$ cat config.mk
export PLATFORM = sky130hd
export DESIGN_NAME = uart_baud_gen_prog
export DESIGN_NICKNAME = d
export VERILOG_FILES = /design/src/rtl/uart_baud_gen_prog.sv
export SDC_FILE = /design/constraint.sdc
export NUM_CORES = 1
export LEC_CHECK = 0
export ABC_AREA = 1
export CORE_MARGIN = 4
export CORE_UTILIZATION = 30
export DETAILED_ROUTE_END_ITERATION = 8
export PLACE_DENSITY = 0.54
export SETUP_SLACK_MARGIN = 0.02
export SLEW_MARGIN = 20
export SYNTH_ARGS = -nofsm -noshare
export SYNTH_HDL_FRONTEND = slang
export SYNTH_SLANG_ARGS = --single-unit
export TNS_END_PERCENT = 50
$ cat constraint.sdc
create_clock -name clk -period 4.6 [get_ports clk]
set_clock_uncertainty 0.05 [all_clocks]
set_input_delay 0.69 -clock clk [delete_from_list [all_inputs] [get_ports clk]]
set_output_delay 0.69 -clock clk [all_outputs]
set_load 0.01 [all_outputs]
$ cat src/rtl/uart_baud_gen_prog.sv
// Programmable fractional baud-rate generator: oversample tick, bit tick and legacy B_clk,
// with shadowed divisor reload at period boundaries and start-bit phase resync.
module uart_baud_gen_prog #(
  parameter int unsigned CLK_RATE         = 10_000_000,
  parameter int unsigned DEFAULT_BAUD     = 9600,
  parameter int unsigned OVERSAMPLE       = 16,
  parameter int unsigned DIV_WIDTH        = 16,
  parameter int unsigned FRAC_WIDTH       = 4,
  parameter int unsigned DEFAULT_DIV_INT  = CLK_RATE / (DEFAULT_BAUD * OVERSAMPLE),
  parameter int unsigned DEFAULT_DIV_FRAC =
    32'(((64'(CLK_RATE) << FRAC_WIDTH) / 64'(DEFAULT_BAUD * OVERSAMPLE)) % (64'(1) << FRAC_WIDTH))
) (
  input  logic                  clk,
  input  logic                  rst,
  input  logic                  en,
  input  logic [DIV_WIDTH-1:0]  div_int,
  input  logic [FRAC_WIDTH-1:0] div_frac,
  input  logic                  div_load,
  input  logic                  sync,
  output logic                  os_tick,
  output logic                  bit_tick,
  output logic                  B_clk,
  output logic                  div_pending
);

  localparam int unsigned CNT_W = DIV_WIDTH + 1;
  localparam int unsigned OS_W  = $clog2(OVERSAMPLE);

  logic [CNT_W-1:0]      cnt, cnt_n;
  logic [DIV_WIDTH-1:0]  active_int, active_int_n, shadow_int, shadow_int_n;
  logic [FRAC_WIDTH-1:0] active_frac, active_frac_n, shadow_frac, shadow_frac_n;
  logic [FRAC_WIDTH-1:0] frac_acc, frac_acc_n;
  logic [OS_W-1:0]       os_cnt, os_cnt_n;
  logic                  b_clk_n, pending_n;

  logic                  apply;
  logic [DIV_WIDTH-1:0]  sel_int, eff_use;
  logic [FRAC_WIDTH-1:0] sel_frac;
  logic [FRAC_WIDTH:0]   frac_sum;
  logic [CNT_W-1:0]      cnt_base;

  // Integer divisors below 2 would make os_tick continuous.
  function automatic logic [DIV_WIDTH-1:0] clamp_div(input logic [DIV_WIDTH-1:0] d);
    return (d < DIV_WIDTH'(2)) ? DIV_WIDTH'(2) : d;
  endfunction

  assign os_tick  = en & (cnt == '0) & ~sync & ~rst;
  assign bit_tick = os_tick & (os_cnt == OS_W'(OVERSAMPLE - 1));

  // A load in the boundary cycle itself bypasses the shadow.
  assign apply    = div_load | div_pending;
  assign sel_int  = div_load ? div_int  : shadow_int;
  assign sel_frac = div_load ? div_frac : shadow_frac;
  assign eff_use  = apply ? clamp_div(sel_int) : clamp_div(active_int);
  assign cnt_base = CNT_W'(eff_use) - CNT_W'(1);
  assign frac_sum = {1'b0, frac_acc} + {1'b0, active_frac};

  always_comb begin
    cnt_n         = cnt;
    active_int_n  = active_int;
    active_frac_n = active_frac;
    shadow_int_n  = shadow_int;
    shadow_frac_n = shadow_frac;
    frac_acc_n    = frac_acc;
    os_cnt_n      = os_cnt;
    b_clk_n       = B_clk;
    pending_n     = div_pending;

    if (div_load) begin
      shadow_int_n  = div_int;
      shadow_frac_n = div_frac;
      pending_n     = 1'b1;
    end

    if (en) begin
      if (apply && (sync || cnt == '0)) begin
        active_int_n  = sel_int;
        active_frac_n = sel_frac;
        pending_n     = 1'b0;
      end
      if (sync) begin
        cnt_n      = cnt_base;
        os_cnt_n   = '0;
        frac_acc_n = '0;
        b_clk_n    = 1'b0;
      end else if (cnt == '0) begin
        if (apply) begin
          cnt_n      = cnt_base;
          frac_acc_n = '0;
        end else begin
          cnt_n      = cnt_base + CNT_W'(frac_sum[FRAC_WIDTH]);
          frac_acc_n = frac_sum[FRAC_WIDTH-1:0];
        end
        os_cnt_n = os_cnt + OS_W'(1);
        b_clk_n  = ~B_clk;
      end else begin
        cnt_n = cnt - CNT_W'(1);
      end
    end else if (div_pending) begin
      // Counting is frozen, so the boundary is "now"; a same-cycle load stays pending.
      active_int_n  = shadow_int;
      active_frac_n = shadow_frac;
      frac_acc_n    = '0;
      pending_n     = div_load;
    end
  end

  always_ff @(posedge clk) begin
    if (rst) begin
      cnt         <= CNT_W'(DEFAULT_DIV_INT - 1);
      active_int  <= DIV_WIDTH'(DEFAULT_DIV_INT);
      active_frac <= FRAC_WIDTH'(DEFAULT_DIV_FRAC);
      shadow_int  <= DIV_WIDTH'(DEFAULT_DIV_INT);
      shadow_frac <= FRAC_WIDTH'(DEFAULT_DIV_FRAC);
      frac_acc    <= '0;
      os_cnt      <= '0;
      B_clk       <= 1'b0;
      div_pending <= 1'b0;
    end else begin
      cnt         <= cnt_n;
      active_int  <= active_int_n;
      active_frac <= active_frac_n;
      shadow_int  <= shadow_int_n;
      shadow_frac <= shadow_frac_n;
      frac_acc    <= frac_acc_n;
      os_cnt      <= os_cnt_n;
      B_clk       <= b_clk_n;
      div_pending <= pending_n;
    end
  end

endmodule
==> summary.md, run 1 <==
| Metric | Value |
|---|---|
| First-pass GRT wire length | `21.0 mm` |
| Layout overhead on the synthesized area | `16.9%` |
| Dominant cells by area after synthesis | `dfxtp_1 30%, nand2_1 15%, nor2_1 7.7%, inv_1 6.3%, a21oi_1 6.2%` |
| FF-to-FF End | `active_int[0]$_SDFFE_PP1P_` |
| Post-synthesis mux area share | `0.0110` |
| DR vias/cell | `4.81` |
| Slew headroom | `0.586` |
| Compound-Gate Fraction of Synth Area | `0.180` |
| Post-CTS setup buffer count | `0` |
| TritonCTS clock tree | `yes` |
| Area leader, netlist | `dfxtp_1` |
| CP Class | `reg -> out` |
| Crit end category | `output port` |
| Critical path peak fanout | `5` |
| Synth Instances | `717` |
| Post-synth EDFFs | `0` |
| R2r setup slk | `1.27 ns` |
| #FFs+latches synth | `67` |
| Syn avg cell area | `6.32 sq um` |
| Initial Util | `0.310` |
| Setup TNS | `0 ns` |
| PD cells | `333 nW/um^2` |
| Dpl hpwl | `8.84 mm` |
| Max H-tree Level | `3` |
| Crit path launch type | `flip-flop` |
| RSZ-0062 raised after global routing | `false` |
| Routability Congestion | `0.842` |
| Drt first-iter violations | `259` |
| Hold Path Sink | `active_int[12]$_SDFFE_PP0P_` |
| Outcome | `finished, final reports clean` |
| Measured slew at the worst slew-check pin | `0.621 ns` |
| Setup violators final | `0` |
| Residual DRC | `0` |
| Routed Antenna Nets | `0` |
| Routed vias | `4457` |
| Hold WC Path Type | `reg -> reg` |
| Num rows | `44` |
| Vias in the first global route | `4291` |
| Peak supply drop | `0.000240 V` |
| FF-to-FF path depth | `16` |
| Simple logic cell fraction of the synthesized area | `0.339` |
| # IOs | `29` |
| WP data arrival | `3.54 ns` |
| Post-synth ARST share | `0` |
| Largest family of logic cells by synthesized area | `simple AND/OR/NAND/NOR gates` |
| Port buffer count | `28` |
| Hold_sp | `shadow_int[12]$_SDFF_PP0_` |
| # diodes | `0` |
| RR Startpoint | `cnt[0]$_SDFFE_PP0P_` |
| Layout cell share with drive strength beyond 1 | `0.0795` |
| Post-synth top area share | `0.296` |
| Final #Nets | `772` |
| Layout Utilization | `0.362` |
| Total GRT Usage | `0.154` |
| Root Buffer | `clkbuf_16` |
| Clock slew at reported path FFs | `0.06 ns` |
| Post-synth top flop | `dfxtp_1` |
| Slew Limit Fails | `0` |
| DIE HEIGHT | `131 microns` |
| Die Wd | `131 microns` |
| Final min period | `4.28 ns` |
| Initial antenna violation count | `0` |
| Final worst-path cycle share | `0.930` |
| Largest net degree at the start of global routing | `47` |
| Synth Net Count | `752` |
| Clock Tree Buf Depth | `2` |
| Crit path required time | `3.86 ns` |
| Fraction of the mapped netlist area in adder cells | `0.0293` |
| Clk sinks | `67` |
| Xor and xnor area share after synthesis | `0.0478` |
| Global route overflow | `0` |
| Hold Path Cell Cnt | `2` |
| WL/cell | `13.2 microns` |
| Max frequency | `234 MHz` |
| Yosys warns | `0` |
| Final wirelength | `12.2 mm` |
| Full die area | `17100 sq um` |
| Syn Std Cell Area | `4530 sq um` |
| Yosys cell types | `42` |
| Max cap viols | `0` |
| Final hold viol count | `0` |
| FILL cells | `1603` |
| Register area share after synthesis | `0.296` |
| Core area | `14600 sq um` |
| Worst-Skew Late Latency | `0.34 ns` |
| Pleak | `2.31 nW` |
| First-pass DRT Iterations | `4` |
| Total CTS buffers | `9` |
[routing by layer]
metal  track usage  wire length, microns  vias up
li1              -                     -     2383
met1         0.210                  6220     1985
met2         0.243                  5370       80
met3        0.0411                   472        9
met4        0.0363                   138        0
met5             0                     0        -
[worst max path at each step]
stage	end	from	slack, ns	cells past startpoint
after floorplan	cnt[15]$_SDFFE_PP0P_	div_load	1.34	23
after global placement	cnt[10]$_SDFFE_PP0P_	div_load	0.32	21
after detailed placement	cnt[15]$_SDFFE_PP0P_	div_load	0.34	23
after CTS	bit_tick	cnt[0]$_SDFFE_PP0P_	0.16	16
after global routing	bit_tick	cnt[0]$_SDFFE_PP0P_	0.05	16
final	bit_tick	cnt[0]$_SDFFE_PP0P_	0.32	16
[layout make-up]
class	count	area, sq um	area share
flip-flops and latches	67	1340	0.253
repair buffers	37	360	0.0680
well taps	184	230	0.0434
clock inverters	6	63.8	0.0120
inverters	81	304	0.0574
multi-input cells	541	2760	0.521
clock buffers	10	239	0.0451
[critical path: stages, from the launching register on]
cell and delay, ns:
dfxtp_1 0.33, inv_1 0.14, ha_1 0.20, nand2_1 0.10
nor3_2 0.16, nand2_1 0.17, or2_2 0.32, nor3_1 0.13
inv_1 0.10, nor2_1 0.21, nand3_2 0.19, nor2_2 0.18
nand2_1 0.09, nor2_1 0.17, inv_1 0.08, nor2_1 0.09
clkdlybuf4s50_1 0.54
[what timing repair did]
item                                    CTS  global route
hold buffers                              0             0
endpoints found under the setup margin    0             1
resized for setup                         0             2
[cells in the mapped netlist, types with 7 or more instances]
library cell,n
nor2_1,93
nand2_1,178
clkbuf_1,19
a31oi_1,11
nand4_1,8
nand3_1,50
xnor2_1,7
ha_1,9
o21ai_0,52
dfxtp_1,67
a21oi_1,56
inv_1,76
xor2_1,14
o211ai_1,8
[registers in the layout, summed over array words and instances (netlist names)]
name	cells
active_int	16
shadow_frac	4
cnt	17
active_frac	4
div_pending	1
frac_acc	4
os_cnt	4
B_clk	1
shadow_int	16
[cells by family after synthesis]
logic type / Yosys count
xor gates and xnor gates: 23
buffers and inverters: 109
DFF: 67
and+or+nand+nor: 357
muxes: 5
AOI/OAI and AO/OA: 146
adders and majority gates: 10
[metrics by stage]
step                      power, mW  hold slack, ns  cells  setup WS, ns  area, sq um
after floorplan               0.966           0.393    717          1.34         4530
after detailed placement       1.07           0.418    910         0.342         4990
final                          1.77           0.430    926         0.320         5300
after global placement         1.07           0.410    910         0.324         4990
after CTS                      1.79           0.427    926         0.159         5290
after global routing           1.88           0.455    926        0.0481         5300
[where the power goes]
| part | switching, mW | internal, mW | total [mW] | leakage (nW) |
|---|---|---|---|---|
| clock network | 0.272 | 0.434 | 0.706 | 0.145 |
| logic | 0.260 | 0.148 | 0.408 | 1.62 |
| registers | 0.0312 | 0.621 | 0.652 | 0.551 |
| total | 0.563 | 1.20 | 1.77 | 2.31 |
[layout by cell type, fill, tap and decap left out, types with 6 or more instances in the layout]
cell / n
a21oi_1: 56
a31oi_1: 11
buf_4: 8
clkbuf_16: 9
clkdlybuf4s50_1: 28
dfxtp_1: 67
ha_1: 9
inv_1: 75
inv_2: 6
nand2_1: 178
nand3_1: 49
nand4_1: 8
nor2_1: 91
nor2_2: 6
nor3_1: 6
o211ai_1: 8
o21ai_0: 52
xnor2_1: 7
xor2_1: 14
(Power assumes the default switching activity.)
==> run 2, diff against run 1 <==
Settings changed: PLACE_DENSITY 0.54 to 0.52.
==> run 2 against run 1 <==
  * Total power increased by 3.6%
  * Hold slack got worse by 0.0063 ns
  * Die area unchanged
==> summary.md, run 2 (synthesis gave the netlist of run 1 again) <==
| Metric | Value |
|---|---|
| Final wirelength | `12.9 mm (was 12.2 mm)` |
| Routed Antenna Nets | `0 (unchanged)` |
| CP Class | `reg -> out (unchanged)` |
| Clk sinks | `67 (unchanged)` |
| RSZ-0062 raised after global routing | `false (unchanged)` |
| Clock Tree Buf Depth | `2 (unchanged)` |
| Max cap viols | `0 (unchanged)` |
| Num rows | `44 (unchanged)` |
| DIE HEIGHT | `131 microns (unchanged)` |
| Largest register FFs | `17 (unchanged)` |
| First-pass GRT wire length | `22.4 mm (was 21.0 mm)` |
| Fin Hold WS | `0.424 ns (was 0.430 ns)` |
| Commonest non-fill, non-tap cells in the layout | `178 x nand2_1, 89 x nor2_1, 75 x inv_1 (was 178 x nand2_1, 91 x nor2_1, 75 x inv_1)` |
| Post-CTS setup buffer count | `0 (unchanged)` |
| Vias in the first global route | `4659 (was 4291)` |
| Register area | `1340 sq um (unchanged)` |
| Max H-tree Level | `3 (unchanged)` |
| Die Wd | `131 microns (unchanged)` |
| Post-Place Worst Slack | `0.365 ns (was 0.342 ns)` |
| Cell Area, Placed | `4980 sq um (was 4990 sq um)` |
| Final worst-path cycle share | `0.914 (was 0.930)` |
| Biggest registers after layout | `cnt x17, active_int x16, shadow_int x16 (unchanged)` |
| Critical path peak fanout | `5 (unchanged)` |
| Final min period | `4.20 ns (was 4.28 ns)` |
| Max frequency | `238 MHz (was 234 MHz)` |
| Slew Limit Fails | `0 (unchanged)` |
| Drt first-iter violations | `272 (was 259)` |
| Port buffer count | `28 (unchanged)` |
| Initial Util | `0.310 (unchanged)` |
| Routability Congestion | `0.837 (was 0.842)` |
| Worst-Skew Late Latency | `0.34 ns (about the same)` |
| Most common cell after layout, fill and taps aside | `nand2_1 (unchanged)` |
| # IOs | `29 (unchanged)` |
| Pleak | `2.32 nW (was 2.31 nW)` |
| Final instance area | `5310 sq um (was 5300 sq um)` |
| FILL cells | `1573 (was 1603)` |
| Slew headroom | `0.292 (was 0.586)` |
| Largest net degree at the start of global routing | `46 (was 47)` |
| Dpl hpwl | `9.37 mm (was 8.84 mm)` |
| Initial antenna violation count | `0 (unchanged)` |
| Residual DRC | `0 (unchanged)` |
| Setup TNS | `0 ns (unchanged)` |
| Non-filler cells, final | `925 (was 926)` |
| Full die area | `17100 sq um (unchanged)` |
| Total CTS buffers | `9 (unchanged)` |
| Hold-fix buffers, CTS | `0 (unchanged)` |
| Layout Utilization | `0.363 (was 0.362)` |
| Area of the multi-input gates | `2770 sq um (was 2760 sq um)` |
| Gates resized, CTS repair | `0 (unchanged)` |
| WL/cell | `13.9 microns (was 13.2 microns)` |
| First-pass DRT Iterations | `5 (was 4)` |
| WP data arrival | `3.46 ns (was 3.54 ns)` |
| Peak supply drop | `0.000190 V (was 0.000240 V)` |
| Outcome | `finished, final reports clean (unchanged)` |
| Crit path required time | `3.86 ns (about the same)` |
| Final #Nets | `773 (was 772)` |
| # diodes | `0 (unchanged)` |
| PD cells | `344 nW/um^2 (was 333 nW/um^2)` |
| DR vias/cell | `4.96 (was 4.81)` |
| Cell total after placement | `911 (was 910)` |
| Measured slew at the worst slew-check pin | `1.06 ns (was 0.621 ns)` |
| Global route overflow | `0 (unchanged)` |
| Setup ws final | `0.396 ns (was 0.320 ns)` |
| Layout cell share with drive strength beyond 1 | `0.0783 (was 0.0795)` |
| Setup violators final | `0 (unchanged)` |
| Largest register by flop count | `cnt (unchanged)` |
| Total power | `1.83 mW (was 1.77 mW)` |
| Crit end category | `output port (unchanged)` |
| Root Buffer | `clkbuf_16 (unchanged)` |
| Final hold viol count | `0 (unchanged)` |
| Layout overhead on the synthesized area | `17.2% (was 16.9%)` |
| Clock slew at reported path FFs | `0.06 ns (about the same)` |
| Routed vias | `4586 (was 4457)` |
| Total GRT Usage | `0.164 (was 0.154)` |
| Crit path launch type | `flip-flop (unchanged)` |
| Hold WC Path Type | `reg -> reg (unchanged)` |
| TritonCTS clock tree | `yes (unchanged)` |
| Core area | `14600 sq um (unchanged)` |
[run 2: layout make-up]
type / instances / share of cell area
multi-input cells: 541 / 0.521
well taps: 184 / 0.0433
clock inverters: 2 / 0.0113
inverters: 81 / 0.0572
clock buffers: 12 / 0.0483
flip-flops and latches: 67 / 0.252
repair buffers: 38 / 0.0669
[run 2: where the power goes]
part           leakage, nW  switching, mW  total, mW  internal, mW
clock network        0.155          0.263      0.762         0.498
registers            0.551         0.0312      0.652         0.621
logic                 1.61          0.267      0.415         0.148
total                 2.32          0.562       1.83          1.27
[run 2: final timing paths]
path / from / to / depth (start not counted) / slack, ns
hold reg to reg: B_clk$_SDFFE_PP0P_ / B_clk$_SDFFE_PP0P_ / 1 / 0.42
setup reg to reg: cnt[0]$_SDFFE_PP0P_ / active_int[4]$_SDFFE_PP0P_ / 15 / 1.10
hold / removal: B_clk$_SDFFE_PP0P_ / B_clk$_SDFFE_PP0P_ / 1 / 0.42
setup / recovery: cnt[0]$_SDFFE_PP0P_ / bit_tick / 16 / 0.40
[run 2: critical path: stages, from the launching register on]
cell and delay, ns:
dfxtp_1 0.33, inv_1 0.13, ha_1 0.20, nand2_1 0.11, nor3_2 0.18, nand2_1 0.17, or2_2 0.32, nor3_1 0.14
inv_1 0.11, nor2_2 0.16, nand3_2 0.15, nor2_2 0.17, nand2_1 0.10, nor2_2 0.14, inv_1 0.07, nor2_1 0.10
clkdlybuf4s50_1 0.54
[run 2: layer usage]
layer  part of all wire  routed length [microns]  track usage  up-vias
met4              0.030                      386       0.0805        0
li1                   -                        -            -     2374
met5                  0                        0            0        -
met1               0.49                     6370        0.216     2094
met2               0.45                     5770        0.261       85
met3              0.027                      353       0.0240       33
